--- config.mk ---
export PLATFORM = sky130hd
export DESIGN_NAME = rat_cp_ctrl_flat
export DESIGN_NICKNAME = d
export VERILOG_FILES = /design/src/rtl/rat_cp_ctrl_pkg.sv /design/src/rtl/rat_cp_ctrl_if.sv /design/src/rtl/rat_cp_ctrl_prefix.sv /design/src/rtl/rat_cp_ctrl.sv /design/src/flat_wrapper.sv
export SDC_FILE = /design/constraint.sdc
export NUM_CORES = 1
export LEC_CHECK = 0
export BUFFER_PORTS_ARGS = -buffer_cell sky130_fd_sc_hd__buf_2
export CORE_MARGIN = 2
export CORE_UTILIZATION = 37
export CTS_CLUSTER_SIZE = 24
export DETAILED_ROUTE_END_ITERATION = 8
export PLACE_DENSITY = 0.74
export REMOVE_ABC_BUFFERS = 1
export SYNTH_ARGS = -nofsm -noshare
export SYNTH_HDL_FRONTEND = slang
export SYNTH_SLANG_ARGS = --single-unit
--- constraint.sdc ---
create_clock -name clock -period 4.4 [get_ports clock]
set_input_delay 0.22 -clock clock [delete_from_list [all_inputs] [get_ports clock]]
set_output_delay 0.22 -clock clock [all_outputs]
set_load 0.005 [all_outputs]
--- src/rtl/rat_cp_ctrl_pkg.sv ---
// Shared sizing defaults and types for the RAT checkpoint scheduler.
// Defaults mirror RENAME_WIDTH / RAT_CP_SIZE / RAT_CP_INDEX_SIZE of the core header.
package rat_cp_ctrl_pkg;

  localparam int unsigned DEF_RENAME_WIDTH = 4;
  localparam int unsigned DEF_CP_SIZE      = 8;
  localparam int unsigned DEF_CP_IDX       = 3;

  typedef logic [DEF_CP_IDX-1:0] rat_cp_tag_t;

endpackage

--- src/rtl/rat_cp_ctrl_if.sv ---
// Rename-group allocation bundle between group decode (master) and the checkpoint scheduler (slave).
interface rat_cp_ctrl_if
  import rat_cp_ctrl_pkg::*;
#(
  parameter int unsigned RENAME_WIDTH = DEF_RENAME_WIDTH,
  parameter int unsigned CP_IDX       = DEF_CP_IDX
);
  logic                           pause;
  logic [RENAME_WIDTH-1:0]        br_req;
  logic                           cp_grant;
  logic [RENAME_WIDTH*CP_IDX-1:0] cp_tag;
  logic                           cp_stall;

  modport master (
    output pause, br_req,
    input  cp_grant, cp_tag, cp_stall
  );

  modport slave (
    input  pause, br_req,
    output cp_grant, cp_tag, cp_stall
  );
endinterface

--- src/rtl/rat_cp_ctrl_prefix.sv ---
// Exclusive prefix popcount of the branch-request vector: per-slot offset and group total.
module rat_cp_prefix #(
  parameter int unsigned WIDTH = 4,
  parameter int unsigned CNT_W = 3
) (
  input  logic [WIDTH-1:0]       req_i,
  output logic [WIDTH*CNT_W-1:0] offset_o,
  output logic [CNT_W-1:0]       total_o
);
  logic [CNT_W-1:0] acc;

  always_comb begin
    acc      = '0;
    offset_o = '0;
    for (int unsigned i = 0; i < WIDTH; i++) begin
      offset_o[i*CNT_W +: CNT_W] = acc;
      acc = acc + CNT_W'(req_i[i]);
    end
    total_o = acc;
  end
endmodule

--- src/rtl/rat_cp_ctrl.sv ---
// RAT checkpoint scheduler: circular slot queue, all-or-nothing group allocation, rollback on mispredict.
// Optional stall/peak statistics are built only when RAT_CP_STATS_EN is defined.
module rat_cp_ctrl
  import rat_cp_ctrl_pkg::*;
#(
  parameter int unsigned RENAME_WIDTH = DEF_RENAME_WIDTH,
  parameter int unsigned CP_SIZE      = DEF_CP_SIZE,
  parameter int unsigned CP_IDX       = DEF_CP_IDX
) (
  input  logic              clock,
  input  logic              reset,
  rat_cp_ctrl_if.slave      alloc,
  input  logic              free_valid,
  input  logic              recover,
  input  logic [CP_IDX-1:0] recover_tag,
  output logic              restore_valid,
  output logic [CP_IDX-1:0] restore_tag,
  output logic              checkable,
  output logic [CP_IDX:0]   occupancy,
  output logic [31:0]       stat_stalls,
  output logic [CP_IDX:0]   stat_peak
);
  localparam int unsigned CW = CP_IDX + 1;
  localparam int unsigned NW = $clog2(RENAME_WIDTH + 1);

  logic [CP_IDX-1:0]          head_q, head_d, tail_q, tail_d;
  logic [CP_IDX-1:0]          restore_tag_q, restore_tag_d;
  logic [CW-1:0]              count_q, count_d;
  logic                       restore_valid_q, restore_valid_d;
  logic                       checkable_q, checkable_d;

  logic [RENAME_WIDTH*NW-1:0] offset;
  logic [NW-1:0]              n_req;
  logic                       has_req, fits, grant, stall, do_free;
  logic [CP_IDX-1:0]          rec_span, rec_dist;

  rat_cp_prefix #(
    .WIDTH (RENAME_WIDTH),
    .CNT_W (NW)
  ) u_prefix (
    .req_i    (alloc.br_req),
    .offset_o (offset),
    .total_o  (n_req)
  );

  // Room is judged on the pre-free count; a same-cycle commit never enables a grant.
  assign has_req = (n_req != '0);
  assign fits    = (CP_SIZE - 32'(count_q)) >= 32'(n_req);
  assign grant   = !reset && !alloc.pause && !recover && fits;
  assign stall   = has_req && !grant && !alloc.pause && !recover;
  assign do_free = free_valid && (count_q != '0);

  assign alloc.cp_grant = grant && has_req;
  assign alloc.cp_stall = stall;

  always_comb begin
    alloc.cp_tag = '0;
    for (int unsigned i = 0; i < RENAME_WIDTH; i++) begin
      alloc.cp_tag[i*CP_IDX +: CP_IDX] = tail_q + CP_IDX'(offset[i*NW +: NW]);
    end
  end

  // Ring distance wraps naturally in CP_IDX bits; a full ring recovered at head yields zero.
  assign rec_span = recover_tag - head_q;
  assign rec_dist = rec_span - CP_IDX'(do_free);

  always_comb begin
    head_d          = head_q;
    tail_d          = tail_q;
    count_d         = count_q;
    restore_valid_d = 1'b0;
    restore_tag_d   = restore_tag_q;
    if (recover) begin
      tail_d          = recover_tag;
      count_d         = {1'b0, rec_dist};
      restore_valid_d = 1'b1;
      restore_tag_d   = recover_tag;
      if (do_free) begin
        head_d = head_q + CP_IDX'(1);
      end
    end else begin
      if (grant) begin
        tail_d = tail_q + CP_IDX'(n_req);
      end
      if (do_free) begin
        head_d = head_q + CP_IDX'(1);
      end
      count_d = count_q + (grant ? CW'(n_req) : '0) - CW'(do_free);
    end
    checkable_d = 32'(count_d) < CP_SIZE;
  end

  always_ff @(posedge clock) begin
    if (reset) begin
      head_q          <= '0;
      tail_q          <= '0;
      count_q         <= '0;
      restore_valid_q <= 1'b0;
      restore_tag_q   <= '0;
      checkable_q     <= 1'b1;
    end else begin
      head_q          <= head_d;
      tail_q          <= tail_d;
      count_q         <= count_d;
      restore_valid_q <= restore_valid_d;
      restore_tag_q   <= restore_tag_d;
      checkable_q     <= checkable_d;
    end
  end

  assign restore_valid = restore_valid_q;
  assign restore_tag   = restore_tag_q;
  assign checkable     = checkable_q;
  assign occupancy     = count_q;

`ifdef RAT_CP_STATS_EN
  logic [31:0]   stalls_q;
  logic [CW-1:0] peak_q;

  always_ff @(posedge clock) begin
    if (reset) begin
      stalls_q <= '0;
      peak_q   <= '0;
    end else begin
      if (stall && (stalls_q != '1)) begin
        stalls_q <= stalls_q + 32'd1;
      end
      if (count_d > peak_q) begin
        peak_q <= count_d;
      end
    end
  end

  assign stat_stalls = stalls_q;
  assign stat_peak   = peak_q;
`else
  assign stat_stalls = '0;
  assign stat_peak   = '0;
`endif

  a_free_live: assert property (@(posedge clock) disable iff (reset)
    free_valid |-> (count_q != '0))
    else $error("free_valid with no live checkpoint");

  a_recover_range: assert property (@(posedge clock) disable iff (reset)
    recover |-> ({1'b0, rec_span} < count_q))
    else $error("recover_tag outside [head, tail)");

  a_recover_free: assert property (@(posedge clock) disable iff (reset)
    (recover && free_valid) |-> (recover_tag != head_q))
    else $error("recover of the committing checkpoint");
endmodule

--- src/flat_wrapper.sv ---
// flat-port wrapper written by rule: the top's interface ports become plain ports
module rat_cp_ctrl_flat import rat_cp_ctrl_pkg::*;
#(
  parameter int unsigned RENAME_WIDTH = DEF_RENAME_WIDTH,
  parameter int unsigned CP_SIZE      = DEF_CP_SIZE,
  parameter int unsigned CP_IDX       = DEF_CP_IDX
)
  (clock, reset, free_valid, recover, recover_tag, restore_valid, restore_tag, checkable, occupancy, stat_stalls, stat_peak, alloc_pause, alloc_br_req, alloc_cp_grant, alloc_cp_tag, alloc_cp_stall);
  rat_cp_ctrl_if #(.RENAME_WIDTH(RENAME_WIDTH), .CP_IDX(CP_IDX)) alloc_i ();
  input  logic clock;
  input  logic reset;
  input  logic free_valid;
  input  logic recover;
  input  logic [CP_IDX-1:0] recover_tag;
  output logic restore_valid;
  output logic [CP_IDX-1:0] restore_tag;
  output logic checkable;
  output logic [CP_IDX:0] occupancy;
  output logic [31:0] stat_stalls;
  output logic [CP_IDX:0] stat_peak;
  input wire logic [$bits(alloc_i.pause)-1:0] alloc_pause;
  input wire logic [$bits(alloc_i.br_req)-1:0] alloc_br_req;
  output wire logic [$bits(alloc_i.cp_grant)-1:0] alloc_cp_grant;
  output wire logic [$bits(alloc_i.cp_tag)-1:0] alloc_cp_tag;
  output wire logic [$bits(alloc_i.cp_stall)-1:0] alloc_cp_stall;
  assign alloc_i.pause = alloc_pause;
  assign alloc_i.br_req = alloc_br_req;
  assign alloc_cp_grant = alloc_i.cp_grant;
  assign alloc_cp_tag = alloc_i.cp_tag;
  assign alloc_cp_stall = alloc_i.cp_stall;
  rat_cp_ctrl #(.RENAME_WIDTH(RENAME_WIDTH), .CP_SIZE(CP_SIZE), .CP_IDX(CP_IDX)) u_core (.clock(clock), .reset(reset), .alloc(alloc_i), .free_valid(free_valid), .recover(recover), .recover_tag(recover_tag), .restore_valid(restore_valid), .restore_tag(restore_tag), .checkable(checkable), .occupancy(occupancy), .stat_stalls(stat_stalls), .stat_peak(stat_peak));
endmodule
## Word-level counts from Yosys, hierarchy flattened

Index checks and enable logic that the tools add are counted.

| cells by class | value |
|---|---|
| reductions and logical operators | 15 |
| magnitude comparators | 2 |
| muxes and demuxes | 5 |
| $add $sub $neg | 13 |

Operators by type and width:

| cell | count |
|---|---|
| >= comparator 32 x 3 -> 1 bit | 1 |
| two-way mux 3 bit | 3 |
| logical AND 1 bit | 8 |
| adder 3 x 1 -> 3 bit | 2 |
| adder 3 bit | 2 |
| subtractor 4 x 4 -> 5 bit (first input constant) | 1 |
| adder 4 bit | 1 |
| logical NOT 1 bit | 4 |
| < comparator 4 bit (second input constant) | 1 |
| two-way mux 4 bit | 1 |
| nonzero test 4 bit | 1 |
| subtractor 4 x 1 -> 4 bit | 1 |
| adder 2 x 1 -> 3 bit | 1 |
| adder 3 x 1 -> 3 bit (second input constant) | 1 |
| adder 3 x 2 -> 3 bit | 1 |
| nonzero test 3 bit | 1 |
| subtractor 3 x 1 -> 3 bit | 1 |
| subtractor 3 bit | 1 |
| adder 1 x 1 -> 2 bit | 1 |
| nonzero test 2 bit | 1 |
| two-way mux 1 bit | 1 |

| storage, ports and cells | value |
|---|---|
| output and inout port bits | 59 |
| bits in registers | 15 |
| input port bits | 12 |
| logic and storage cells | 41 |

## Logic depth before layout (Yosys ltp)

Gate-level depths: netlist of the first run.

| depth | value |
|---|---|
| word-level depth | 10 |
| depth in mapped cells | 16 |
| depth with buffers taken out | 16 |

## Cells and area by module

From an unflattened synthesis of the first run, not the netlist that was laid out.

| second synthesis, totals | value |
|---|---|
| cells, all modules | 207 |
| area total of the unflattened synthesis | 1,756.7 um^2 |

Modules (own cells, without submodules):

| module | area each (um^2) | sequential area each (um^2) | cells an instance | times used |
|---|---|---|---|---|
| rat_cp_ctrl | 1,572.8 | 300.3 | 183 | 1 |
| rat_cp_prefix | 183.9 | 0.0 | 24 | 1 |

## Least setup slack after synthesis of the first run

Ideal clock, no wire load.

| path | value |
|---|---|
| path type | in2reg |
| start | in alloc_br_req[0] |
| end | reg u_core.count_q[3], in the netlist u_core.occupancy[3] |
| arrival | 3.644 ns |
| setup time | 0.115 ns |
| path slack | 0.641 ns |
| data required time | 4.285 ns |
| buffers on the path | 0 |
| cell stages on the path | 16 |
| cell sequence | fa_1 > ha_1 > fa_1 > inv_1 > ha_1 > nand2_1 > o21a_1 > a2111oi_2 > nand2_1 > ha_1 > inv_1 > ha_1 > a21o_1 > a21oi_1 > xnor2_1 > and2_1 |

| on the way | value |
|---|---|
| word-level cells in the longest chain between the ends | 9 |

Ends and longest elaborated chain:

| item | RTL line | RTL |
|---|---|---|
| from (decl) | flat_wrapper.sv:22 | `input wire logic [$bits(alloc_i.br_req)-1:0] alloc_br_req;` |
| adder 1 x 1 -> 2 bit * | rat_cp_ctrl_prefix.sv:17 | `acc = acc + CNT_W'(req_i[i]);` |
| adder 2 x 1 -> 3 bit * | rat_cp_ctrl_prefix.sv:17 |  |
| adder 3 x 1 -> 3 bit * | rat_cp_ctrl_prefix.sv:17 |  |
| >= comparator 32 x 3 -> 1 bit | rat_cp_ctrl.sv:48 | `assign fits = (CP_SIZE - 32'(count_q)) >= 32'(n_req);` |
| logical AND 1 bit | rat_cp_ctrl.sv:49 | `assign grant = !reset && !alloc.pause && !recover && fits;` |
| two-way mux 3 bit * | rat_cp_ctrl.sv:88 | `count_d = count_q + (grant ? CW'(n_req) : '0) - CW'(do_free);` |
| adder 4 bit * | rat_cp_ctrl.sv:88 |  |
| subtractor 4 x 1 -> 4 bit * | rat_cp_ctrl.sv:88 |  |
| two-way mux 4 bit * | rat_cp_ctrl.sv:73 | `if (recover) begin` |
| to (signal assigned) | rat_cp_ctrl.sv:104 | `count_q <= count_d;` |
| to (decl) | rat_cp_ctrl.sv:28 | `logic [CW-1:0] count_q, count_d;` |

Every way passes the cells marked *; elsewhere a longest branch is shown, timed or not.
A chain may end at the register's enable or synchronous reset.

## Worst setup path after layout of the first run

Same ends and word-level chain as after synthesis.

==> metrics.md, run 1 <==
| Metric | Value |
|---|---|
| Relative area change from synthesis to final layout | 7.11% |
| Final-report hold violation count | 0 |
| Post-CTS Hold Buffers | 0 |
| Number of top-level pins | 71 |
| CP max-delay cell | sky130_fd_sc_hd__fa_1 |
| Outcome | finished, final reports clean |
| Kind of cell with the highest combined delay on the critical path | adder cells |
| Maximum buffer depth of the clock tree | 2 |
| Rows | 23 |
| Worst-Skew Late Latency | 250 ps |
| Worst hold path class | in2reg |
| Wire length per cell after detailed routing | 11.4 um |
| Number of buffers added by the clock tree synthesis step | 3 |
| Cell type with the largest total area after synthesis | sky130_fd_sc_hd__dfxtp_1 |
| Overall fraction of global-route tracks in use | 11.9% |
| Count of antenna diodes in the layout | 0 |
| Port buffer count | 34 |
| Last weighted congestion value of the routability-driven placer | 0.816 |
| Slew HR | 49.5% |
| HPWL after detailed placement | 2510 um |
| Post-layout net count | 254 |
| Maximum frequency from static timing analysis | 0.253 GHz |
| Minimum period implied by the final worst setup slack | 3950 ps |
| Max Fanout on Critical Path | 4 |
| Most frequent cell on the critical path | sky130_fd_sc_hd__ha_1 |
| Signal arrival time at the worst endpoint | 4100 ps |
| Part of the Yosys area used for sequential elements | 18.8% |
| CTS tree | done |
| Largest net degree at the start of global routing | 21 |
| Buf+Inv Stages, Crit Path | 3 |
| Syn Area/Cell | 8.84 um2 |
| CTS root buf | sky130_fd_sc_hd__clkbuf_8 |
| Final number of max-transition violations | 0 |
| Category of the worst setup path capture point | flip-flop |
| Static leakage | 0.914 nW |
| TritonCTS Sinks | 15 |
| Clock skew | 3.45 ps |
| Biggest cell delay along the critical path | 550 ps |
| Number of levels the H-tree was split into | 1 |
| Slew at the pin closest to its max-slew limit | 751 ps |
| Final count of negative-setup-slack endpoints | 0 |
| Count of warnings emitted by yosys | 0 |
| Post-cts resize count | 0 |
| Areal power density over the cells | 555 nW/um2 |
| Horizontal die dimension | 69.8 um |
| Remaining number of nets flagged by the antenna check after routing | 0 |
| Peak ir drop on the vdd network | 0.275 mV |
| Final period utilization | 89.8% |
| First-pass iteration count of the detailed router | 4 |
| Required time reported for the critical path endpoint | 4550 ps |
| Initial drt markers | 14 |
| Max-cap check violation count | 0 |
| Final Core Density | 41.9% |
| Total design power | 952 uW |
| Ordered list of cells on the worst path | buf_2 -> fa_1 -> ha_1 -> fa_1 -> inv_1 -> ha_1 -> nand2_1 -> o21a_1 -> a2111oi_2 -> nand2_1 -> ha_1 -> inv_1 -> ha_1 -> a21o_1 -> a21oi_1 -> xnor2_1 -> and2_1 |
| Synth Instances | 181 |
| Via count of the first global-routing pass | 1085 |
| Critical path startpoint category | primary input |
| Initial antenna violation count | 0 |
| Area fraction of the dominant cell type after synthesis | 18.8% |
| Leftover overflow at the end of global routing | 0 |
| Placeable core area | 4090 um2 |
| Top post-synthesis cells by area | sky130_fd_sc_hd__dfxtp_1 (19%), sky130_fd_sc_hd__buf_4 (17%), sky130_fd_sc_hd__ha_1 (16%), sky130_fd_sc_hd__fa_1 (10%), sky130_fd_sc_hd__inv_1 (5.2%) |
| Total setup buffers inserted after CTS | 0 |
| Vias after detailed routing | 1161 |
| DRC violation count after routing | 0 |
| Finished Layout Cells | 263 |
| Initial core utilization | 39.2% |
| Layout cells sized above 1 | 20.7% |
| Wire length of the first global-routing pass | 4750 um |
| Total routed wirelength | 3000 um |
| Classification of the worst setup path | in2reg |
| Fin Setup TNS | 0 ps |
| Flip-flop and latch count after synthesis | 15 |
| Post-synth cell types | 32 |
| Post-placement cell count | 259 |
| Post-synthesis instance area | 1600 um2 |
| CTS clock-pin slew for the worst setup and hold paths | 60 ps |
| Routed vias/inst | 4.41 |
| Die ar. | 4870 um2 |
| Unrepaired setup endpoints after global routing | false |
| Height of the chip | 69.8 um |
flip-flops by register name (all words and copies together) (netlist names):
signal / flops
u_core.checkable: 1
u_core.head_q: 3
u_core.occupancy: 4
u_core.restore_tag: 3
u_core.restore_valid: 1
u_core.tail_q: 3
final timing paths:
kind / cells after the start / slack (ps) / endpoint / from
worst max-delay path: 17 / 450 / u_core.occupancy[3] / alloc_br_req[0]
worst min-delay path: 3 / 270 / u_core.restore_tag[1] / recover_tag[1]
worst max register to register: 15 / 980 / u_core.occupancy[3] / u_core.occupancy[0]
worst min register to register: 2 / 500 / u_core.restore_tag[0] / u_core.restore_tag[0]
cell type report:
type | count | area [um2]
clock buffer | 3 | 41.3
clock inverter | 1 | 5.00
fill | 419 | 2370
inverter | 22 | 82.6
multi-input combinational | 138 | 1050
sequential | 15 | 300
tap | 50 | 62.6
timing repair buffer | 34 | 170
power breakdown:
part | switching (mW) | internal, mW | total, mW
registers | 0.0541 | 0.178 | 0.232
clock network | 0.0493 | 0.0628 | 0.112
logic | 0.312 | 0.296 | 0.608
total | 0.416 | 0.536 | 0.952
per-stage QoR:
step | setup slack, ps | hold WS (ps) | cell area [um2]
floorplan | 641 | 292 | 1440
global placement | 351 | 472 | 1670
CTS | 463 | 258 | 1710
finish | 447 | 268 | 1710
detailed placement | 208 | 486 | 1670
global route | 195 | 283 | 1710
tightest hold or removal path, delay by kind of cell:
family	cells	cell delay [ps]
muxes	1	70
and+or+nand+nor	1	90
buffers and inverters	1	110
cell families after synthesis:
logic type	share of synthesized area, %
flip-flops	18.8
other	0.234
AO/OA/AOI/OAI	8.13
XOR/XNOR	7.11
multiplexers	6.49
buffers and inverters	23.7
AND/OR/NAND/NOR	9.93
adder cells (fa/ha/maj)	25.6
cells in the final DEF, fill, tap and decap left out, types with 2 or more instances in the layout:
cell type / netlist / layout
sky130_fd_sc_hd__o31ai_1: 2 / 2
sky130_fd_sc_hd__mux2i_1: 7 / 7
sky130_fd_sc_hd__a211oi_1: 2 / 2
sky130_fd_sc_hd__inv_1: 22 / 22
sky130_fd_sc_hd__a21oi_1: 3 / 3
sky130_fd_sc_hd__ha_1: 20 / 20
sky130_fd_sc_hd__xnor2_1: 9 / 9
sky130_fd_sc_hd__o21ai_0: 2 / 2
sky130_fd_sc_hd__fa_1: 8 / 8
sky130_fd_sc_hd__nand2_1: 6 / 6
sky130_fd_sc_hd__nor2_1: 15 / 15
sky130_fd_sc_hd__nor3_1: 3 / 3
sky130_fd_sc_hd__nor2b_1: 4 / 4
sky130_fd_sc_hd__clkbuf_8: 0 / 3
sky130_fd_sc_hd__conb_1: 1 / 36
sky130_fd_sc_hd__xor2_1: 4 / 4
sky130_fd_sc_hd__mux2_2: 3 / 3
sky130_fd_sc_hd__and2_1: 3 / 3
sky130_fd_sc_hd__buf_2: 0 / 34
sky130_fd_sc_hd__dfxtp_1: 15 / 15
cells in the mapped netlist:
library cell and n:
sky130_fd_sc_hd__nor3_2 1, sky130_fd_sc_hd__xor2_1 4, sky130_fd_sc_hd__nor2b_1 4, sky130_fd_sc_hd__a2111oi_0 1, sky130_fd_sc_hd__o31ai_1 2, sky130_fd_sc_hd__a21oi_1 3
sky130_fd_sc_hd__xnor2_1 9, sky130_fd_sc_hd__buf_4 36, sky130_fd_sc_hd__a221oi_1 1, sky130_fd_sc_hd__fa_1 8, sky130_fd_sc_hd__dfxtp_1 15, sky130_fd_sc_hd__o211a_1 1
sky130_fd_sc_hd__nand3_1 1, sky130_fd_sc_hd__a2111oi_2 1, sky130_fd_sc_hd__clkbuf_1 4, sky130_fd_sc_hd__o21ai_0 2, sky130_fd_sc_hd__mux2_2 3, sky130_fd_sc_hd__o311ai_0 1
sky130_fd_sc_hd__a211oi_1 2, sky130_fd_sc_hd__and2_1 3, sky130_fd_sc_hd__o21a_1 1, sky130_fd_sc_hd__conb_1 1, sky130_fd_sc_hd__a21o_1 1, sky130_fd_sc_hd__buf_6 1
sky130_fd_sc_hd__inv_1 22, sky130_fd_sc_hd__a31o_2 1, sky130_fd_sc_hd__mux2i_1 7, sky130_fd_sc_hd__nand2_1 6, sky130_fd_sc_hd__or3_1 1, sky130_fd_sc_hd__nor3_1 3
sky130_fd_sc_hd__nor2_1 15, sky130_fd_sc_hd__ha_1 20
routing by layer:
metal  vias to the layer above  track usage, %  wire, um
met3                         5            1.45       124
met5                         -               0         0
li1                        573               -         -
met4                         0            4.49        42
met1                       544            14.5      1270
met2                        39            21.4      1560
No activity file was read; power rests on OpenSTA's default activity.
==> inputs of run 2 (changes only) <==
==> constraint.sdc (replaced) <==
create_clock -name clock -period 4.4 [get_ports clock]
set_input_delay 0.88 -clock clock [delete_from_list [all_inputs] [get_ports clock]]
set_output_delay 0.88 -clock clock [all_outputs]
set_load 0.005 [all_outputs]
==> run 2 against run 1 <==
Against the previous run:
- highest routed layer unchanged
- clock power hardly changed
- combinational power is 24% higher
- routed wire length is 11% higher
- power is 15% higher
- the flow now finishes with violations (setup timing)
- cell count is 5.7% higher
- core utilization is 5.5 points higher
- first-iteration DRC count is 50% higher
- clock-buffer cell count is 1 higher
- die area stayed put
- critical path depth is 5 lower
- sequential cell count stayed put
==> metrics.md, run 2 (synthesis results as in run 1) <==
| Metric | Value |
|---|---|
| Clock skew | 2.27 ps (-1.17 ps) |
| Gate power share | 68.7% (+4.9 points) |
| CTS clock-pin slew for the worst setup and hold paths | 60 ps (about the same) |
| First-pass iteration count of the detailed router | 4 (unchanged) |
| Count of antenna diodes in the layout | 0 (unchanged) |
| Max reg flops | 4 (unchanged) |
| Initial antenna violation count | 0 (unchanged) |
| Post-layout net count | 269 (+5.9%) |
| Number of levels the H-tree was split into | 1 (unchanged) |
| Clock power share | 10.0% (-1.8 points) |
| Sequential fraction of design power | 21.3% (-3.1 points) |
| Max Fanout on Critical Path | 3 (-1) |
| Final cell area excluding filler cells | 1940 um2 (+13%) |
| Placeable core area | 4090 um2 (unchanged) |
| Remaining number of nets flagged by the antenna check after routing | 0 (unchanged) |
| Failing checks | setup timing |
| Via count of the first global-routing pass | 1122 (+3.4%) |
| Overall fraction of global-route tracks in use | 12.6% (+0.61 points) |
| CTS root buf | sky130_fd_sc_hd__clkbuf_8 |
| Areal power density over the cells | 566 nW/um2 (+1.8%) |
| Post-CTS Hold Buffers | 0 (unchanged) |
| Worst-Skew Late Latency | 250 ps (about the same) |
| Worst slack on hold paths | 502 ps (+235 ps) |
| CTS tree | done |
| Last weighted congestion value of the routability-driven placer | 0.823 (+0.82%) |
| Hold Path End | u_core.restore_tag[2] |
| Critical path startpoint category | primary input |
| Static leakage | 0.991 nW (+8.4%) |
| Outcome | complete, but fails checks |
| Worst hold path class | reg2reg |
| Filler Cell Count | 411 (-1.9%) |
| Hold Path Origin | u_core.restore_tag[2] |
| Pre-CTS WS | -323 ps (-531 ps) |
| FF-to-FF End | u_core.occupancy[3] |
| Vias after detailed routing | 1213 (+4.5%) |
| Total routed wirelength | 3340 um (+11%) |
| Port buffer count | 34 (unchanged) |
| Minimum setup slack in the final design | -60.0 ps (-507 ps) |
| Launch point of the worst reg-to-reg path | u_core.occupancy[1] |
| TritonCTS Sinks | 15 (unchanged) |
| Number of top-level pins | 71 (unchanged) |
| DRC violation count after routing | 0 (unchanged) |
| Final number of max-transition violations | 0 (unchanged) |
| Fraction of power spent switching nets | 42.7% (-0.94 points) |
| Slew at the pin closest to its max-slew limit | 677 ps (-74.0 ps) |
| Commonest non-fill, non-tap cell in the layout | sky130_fd_sc_hd__conb_1 |
| Layout cells sized above 1 | 31.1% (+10 points) |
| Wire length per cell after detailed routing | 12.0 um (+5.2%) |
| Slack of the worst reg-to-reg path | 1150 ps (+170 ps) |
| Horizontal die dimension | 69.8 um (unchanged) |
| Initial core utilization | 39.2% (unchanged) |
| Hold Path Cell Cnt | 2 (-1) |
| Wire length of the first global-routing pass | 5010 um (+5.4%) |
| Max-cap check violation count | 0 (unchanged) |
| Maximum frequency from static timing analysis | 0.224 GHz (-11%) |
| Final count of negative-setup-slack endpoints | 1 (+1) |
| Slew HR | 54.5% (+5.0 points) |
| Leftover overflow at the end of global routing | 0 (unchanged) |
| Peak ir drop on the vdd network | 0.213 mV (-23%) |
| Commonest cells after routing, fill and taps aside | sky130_fd_sc_hd__conb_1 (36), sky130_fd_sc_hd__buf_2 (31), sky130_fd_sc_hd__inv_1 (20) |
| Maximum buffer depth of the clock tree | 2 (unchanged) |
| Int Power | 628 uW (+17%) |
| Initial drt markers | 21 (+7) |
| Worst reg2reg path depth | 15 (unchanged) |
| Required time reported for the critical path endpoint | 3520 ps (-1030 ps) |
| Category of the worst setup path capture point | primary output |
| Relative area change from synthesis to final layout | 21.2% |
| DP Area | 1750 um2 (+5.0%) |
| Routed vias/inst | 4.36 (-1.2%) |
| HPWL after detailed placement | 2530 um (+1.1%) |
| Final-report hold violation count | 0 (unchanged) |
| Unrepaired setup endpoints after global routing | true |
| Rows | 23 (unchanged) |
| Classification of the worst setup path | in2out |
| Minimum period implied by the final worst setup slack | 4460 ps (+507 ps) |
| Signal arrival time at the worst endpoint | 3580 ps (-520 ps) |
| Die ar. | 4870 um2 (unchanged) |
| Height of the chip | 69.8 um (unchanged) |
| Number of buffers added by the clock tree synthesis step | 3 (unchanged) |
| Final period utilization | 101% (+12 points) |
| Largest net degree at the start of global routing | 21 (unchanged) |
| Reported net switching power | 469 uW (+13%) |
## run 2: cell count changes in the layout (fill, tap and decap cells not counted), sizes merged
cell    change
clkinv      -1
buf        +15
clkbuf      +1
## run 2: timing repair
item | CTS | global route
setup endpoints to repair | 4 | 5
pin swaps | 2 | 15
resized for setup | 6 | 13
buffers inserted | 1 | 3
## run 2: through the flow
stage	total power, mW	util, %	instances	TNS, ps
global placement	0.858	42.8	270	-448
detailed placement	0.873	42.8	270	-1170
finish	1.10	47.5	278	-60.0
floorplan	0.652	-	175	-19.1
CTS	1.02	44.9	275	-46.9
global route	1.19	47.5	278	-193
## run 2: worst max-delay path, cell delays in order
cell                        delay (ps)
sky130_fd_sc_hd__buf_8             100
sky130_fd_sc_hd__fa_1              510
sky130_fd_sc_hd__ha_2              210
sky130_fd_sc_hd__fa_1              530
sky130_fd_sc_hd__inv_2              70
sky130_fd_sc_hd__ha_4              260
sky130_fd_sc_hd__nand2_2            40
sky130_fd_sc_hd__o21a_1            200
sky130_fd_sc_hd__a2111oi_4         370
sky130_fd_sc_hd__buf_4             180
sky130_fd_sc_hd__and2_4            130
sky130_fd_sc_hd__buf_6              80
## run 2: how the worst max path moves through the flow
| stage | slack, ps | startpoint | endpoint | depth (start not counted) |
|---|---|---|---|---|
| after global placement | -130 | alloc_br_req[0] | u_core.occupancy[2] | 17 |
| after floorplan | -20 | alloc_br_req[0] | u_core.occupancy[3] | 16 |
| after detailed placement | -320 | alloc_br_req[0] | u_core.occupancy[3] | 18 |
| after CTS | -50 | alloc_br_req[2] | alloc_cp_grant | 12 |
| final | -60 | alloc_br_req[0] | alloc_cp_grant | 12 |
| after global routing | -130 | alloc_br_req[0] | alloc_cp_grant | 12 |
## run 2: power groups by stage
stage	Combinational [mW]	Clock, mW	Sequential (mW)
after floorplan	0.425	0	0.228
after global placement	0.621	0	0.237
after detailed placement	0.635	0	0.238
after CTS	0.673	0.112	0.235
after global routing	0.835	0.119	0.240
final	0.754	0.110	0.234
## run 2: metal layers
layer	GRT usage [%]	vias up	part of all wire (%)	routed length, um
met4	3.85	0	0.72	24
met3	1.45	4	4.0	135
met1	15.2	565	41	1360
met2	23.0	35	54	1810
met5	0	-	0	0
li1	-	609	-	-
## run 2: cell type report
cell class                      instances  area, um2  area share, %
Multi-Input combinational cell        138       1140           59.0
Sequential cell                        15        300           15.5
Timing Repair Buffer                   49        305           15.7
Inverter                               22       82.6           4.26
Clock buffer                            4       45.0           2.32
Tap cell                               50       62.6           3.23
==> inputs of run 3 (changes only) <==
--- a/config.mk
+++ b/config.mk
@@ -8,8 +8,10 @@
 export BUFFER_PORTS_ARGS = -buffer_cell sky130_fd_sc_hd__buf_2
 export CORE_MARGIN = 2
 export CORE_UTILIZATION = 37
+export CTS_CLUSTER_DIAMETER = 150
 export CTS_CLUSTER_SIZE = 24
 export DETAILED_ROUTE_END_ITERATION = 8
+export MAX_ROUTING_LAYER = met4
 export PLACE_DENSITY = 0.74
 export REMOVE_ABC_BUFFERS = 1
 export SYNTH_ARGS = -nofsm -noshare
==> run 3 against run 2 <==
Against the previous run:
- the run still ends with setup timing left
- routed wire length fell by 0.36%
- worst hold slack barely moved
- power barely moved
- clock skew barely moved
- register-to-register slack barely moved
- clock-buffer cell count did not move
- critical endpoint unchanged
- highest routed layer unchanged
==> metrics.md, run 3 (synthesis results as in run 1) <==
| Metric | Value |
|---|---|
| Outcome | complete, but fails checks |
| Failing checks | setup timing |
| Remaining number of nets flagged by the antenna check after routing | 0 (unchanged) |
| CTS root buf | sky130_fd_sc_hd__clkbuf_8 |
| Slack of the worst reg-to-reg path | 1150 ps (about the same) |
| Areal power density over the cells | 565 nW/um2 (about the same) |
| Rows | 23 (unchanged) |
| Height of the chip | 69.8 um (unchanged) |
| Minimum setup slack in the final design | -56.8 ps (+3.23 ps) |
| Largest net degree at the start of global routing | 21 (unchanged) |
| Peak ir drop on the vdd network | 0.213 mV (about the same) |
| Commonest non-fill, non-tap cell in the layout | sky130_fd_sc_hd__conb_1 |
| Total design power | 1.10 mW (about the same) |
| Wire length per cell after detailed routing | 12.0 um (-0.36%) |
| Routed vias/inst | 4.35 (-0.25%) |
| Signal arrival time at the worst endpoint | 3580 ps (about the same) |
| Worst reg2reg path depth | 15 (unchanged) |
| Post-layout net count | 269 (unchanged) |
| Minimum period implied by the final worst setup slack | 4460 ps (-3.23 ps) |
| Unrepaired setup endpoints after global routing | true |
| Clock skew | 2.20 ps (-0.0664 ps) |
| CTS tree | done |
| Initial antenna violation count | 0 (unchanged) |
| Filler Cell Count | 411 (unchanged) |
| DRC violation count after routing | 0 (unchanged) |
| TritonCTS Sinks | 15 (unchanged) |
| Overall fraction of global-route tracks in use | 12.9% (+0.35 points) |
| Total routed wirelength | 3320 um (-0.36%) |
| Number of levels the H-tree was split into | 1 (unchanged) |
| Required time reported for the critical path endpoint | 3520 ps (about the same) |
| Worst hold path class | reg2reg |
| Flip-flop and latch area | 300 um2 (unchanged) |
| Hold Path Origin | u_core.restore_tag[2] |
| Critical path startpoint category | primary input |
| Worst-Skew Late Latency | 240 ps (about the same) |
| Final-report hold violation count | 0 (unchanged) |
| Final cell area excluding filler cells | 1940 um2 (unchanged) |
| Placeable core area | 4090 um2 (unchanged) |
| Post-CTS Hold Buffers | 0 (unchanged) |
| Max Fanout on Critical Path | 3 (unchanged) |
| HPWL after detailed placement | 2530 um (unchanged) |
| Relative area change from synthesis to final layout | 21.2% (unchanged) |
| Maximum buffer depth of the clock tree | 2 (unchanged) |
| Leftover overflow at the end of global routing | 0 (unchanged) |
| Number of buffers added by the clock tree synthesis step | 3 (unchanged) |
| Wire length of the first global-routing pass | 5010 um (unchanged) |
| DP Area | 1750 um2 (unchanged) |
| First-pass iteration count of the detailed router | 4 (unchanged) |
| Post-placement cell count | 270 (unchanged) |
| Final period utilization | 101% (about the same) |
| Final number of max-transition violations | 0 (unchanged) |
| Slew at the pin closest to its max-slew limit | 677 ps (unchanged) |
| Vias after detailed routing | 1210 (-0.25%) |
| Number of top-level pins | 71 (unchanged) |
| Hold Path End | u_core.restore_tag[2] |
| Die ar. | 4870 um2 (unchanged) |
| Launch point of the worst reg-to-reg path | u_core.occupancy[1] |
| Fin Setup TNS | -56.8 ps (+3.23 ps) |
| Combined area of the multi-input logic cells | 1140 um2 (unchanged) |
| Port buffer count | 34 (unchanged) |
| Max-cap check violation count | 0 (unchanged) |
| Commonest cells after routing, fill and taps aside | sky130_fd_sc_hd__conb_1 (36), sky130_fd_sc_hd__buf_2 (31), sky130_fd_sc_hd__inv_1 (20) |
| Via count of the first global-routing pass | 1123 (+0.089%) |
| CTS clock-pin slew for the worst setup and hold paths | 60 ps (about the same) |
| Final count of negative-setup-slack endpoints | 1 (unchanged) |
| Count of antenna diodes in the layout | 0 (unchanged) |
| Last weighted congestion value of the routability-driven placer | 0.835 (+1.5%) |
| Slew HR | 54.5% (unchanged) |
| Max reg flops | 4 (unchanged) |
| Initial core utilization | 39.2% (unchanged) |
| Initial drt markers | 16 (-24%) |
| Layout cells sized above 1 | 31.1% (unchanged) |
| Static leakage | 0.991 nW (unchanged) |
| Finished Layout Cells | 278 (unchanged) |
| Maximum frequency from static timing analysis | 0.224 GHz (about the same) |
| Pre-CTS WS | -323 ps (unchanged) |
| FF-to-FF End | u_core.occupancy[3] |
| Category of the worst setup path capture point | primary output |
| Classification of the worst setup path | in2out |
| Hold Path Cell Cnt | 2 (unchanged) |
| Horizontal die dimension | 69.8 um (unchanged) |
run 3: what timing repair did:
action,in CTS,in global routing
pin swaps,2,15
buffers inserted,1,3
resized for setup,6,13
endpoints found under the setup margin,4,5
run 3: area by class of cell:
class                           count  area share (%)
Inverter                           22            4.26
Clock buffer                        4            2.32
Multi-Input combinational cell    138            59.0
Sequential cell                    15            15.5
Timing Repair Buffer               49            15.7
Tap cell                           50            3.23
run 3: layer usage:
metal	GRT usage (%)	share of wire (%)	up-vias
li1	-	-	608
met1	15.3	41	565
met2	23.0	54	33
met3	1.31	3.9	4
met4	3.85	0.69	0
met5	-	0	-
run 3: worst max path at each step:
stage | startpoint | endpoint | slack, ps | cells past startpoint
5_1_grt | alloc_br_req[0] | alloc_cp_grant | -130 | 12
2_1_floorplan | alloc_br_req[0] | u_core.occupancy[3] | -20 | 16
6_report | alloc_br_req[0] | alloc_cp_grant | -60 | 12
3_5_place_dp | alloc_br_req[0] | u_core.occupancy[3] | -320 | 18
3_3_place_gp | alloc_br_req[0] | u_core.occupancy[2] | -130 | 17
4_1_cts | alloc_br_req[2] | alloc_cp_grant | -50 | 12
run 3: worst max-delay path: stages:
cell	delay [ps]
sky130_fd_sc_hd__buf_8	100
sky130_fd_sc_hd__fa_1	510
sky130_fd_sc_hd__ha_2	210
sky130_fd_sc_hd__fa_1	530
sky130_fd_sc_hd__inv_2	70
sky130_fd_sc_hd__ha_4	260
sky130_fd_sc_hd__nand2_2	40
sky130_fd_sc_hd__o21a_1	200
sky130_fd_sc_hd__a2111oi_4	370
sky130_fd_sc_hd__buf_4	180
sky130_fd_sc_hd__and2_4	130
sky130_fd_sc_hd__buf_6	80
run 3: per-stage QoR:
stage                     hold WS, ps  util [%]
final                             503      47.5
after floorplan                   485         -
after global routing              544      47.5
after global placement            471      42.8
after detailed placement          493      42.8
after CTS                         510      44.9
run 3: power by group:
group          internal, mW  total [mW]  switching [mW]
registers             0.178       0.233          0.0553
logic                 0.386       0.753           0.367
clock network        0.0641       0.110          0.0456
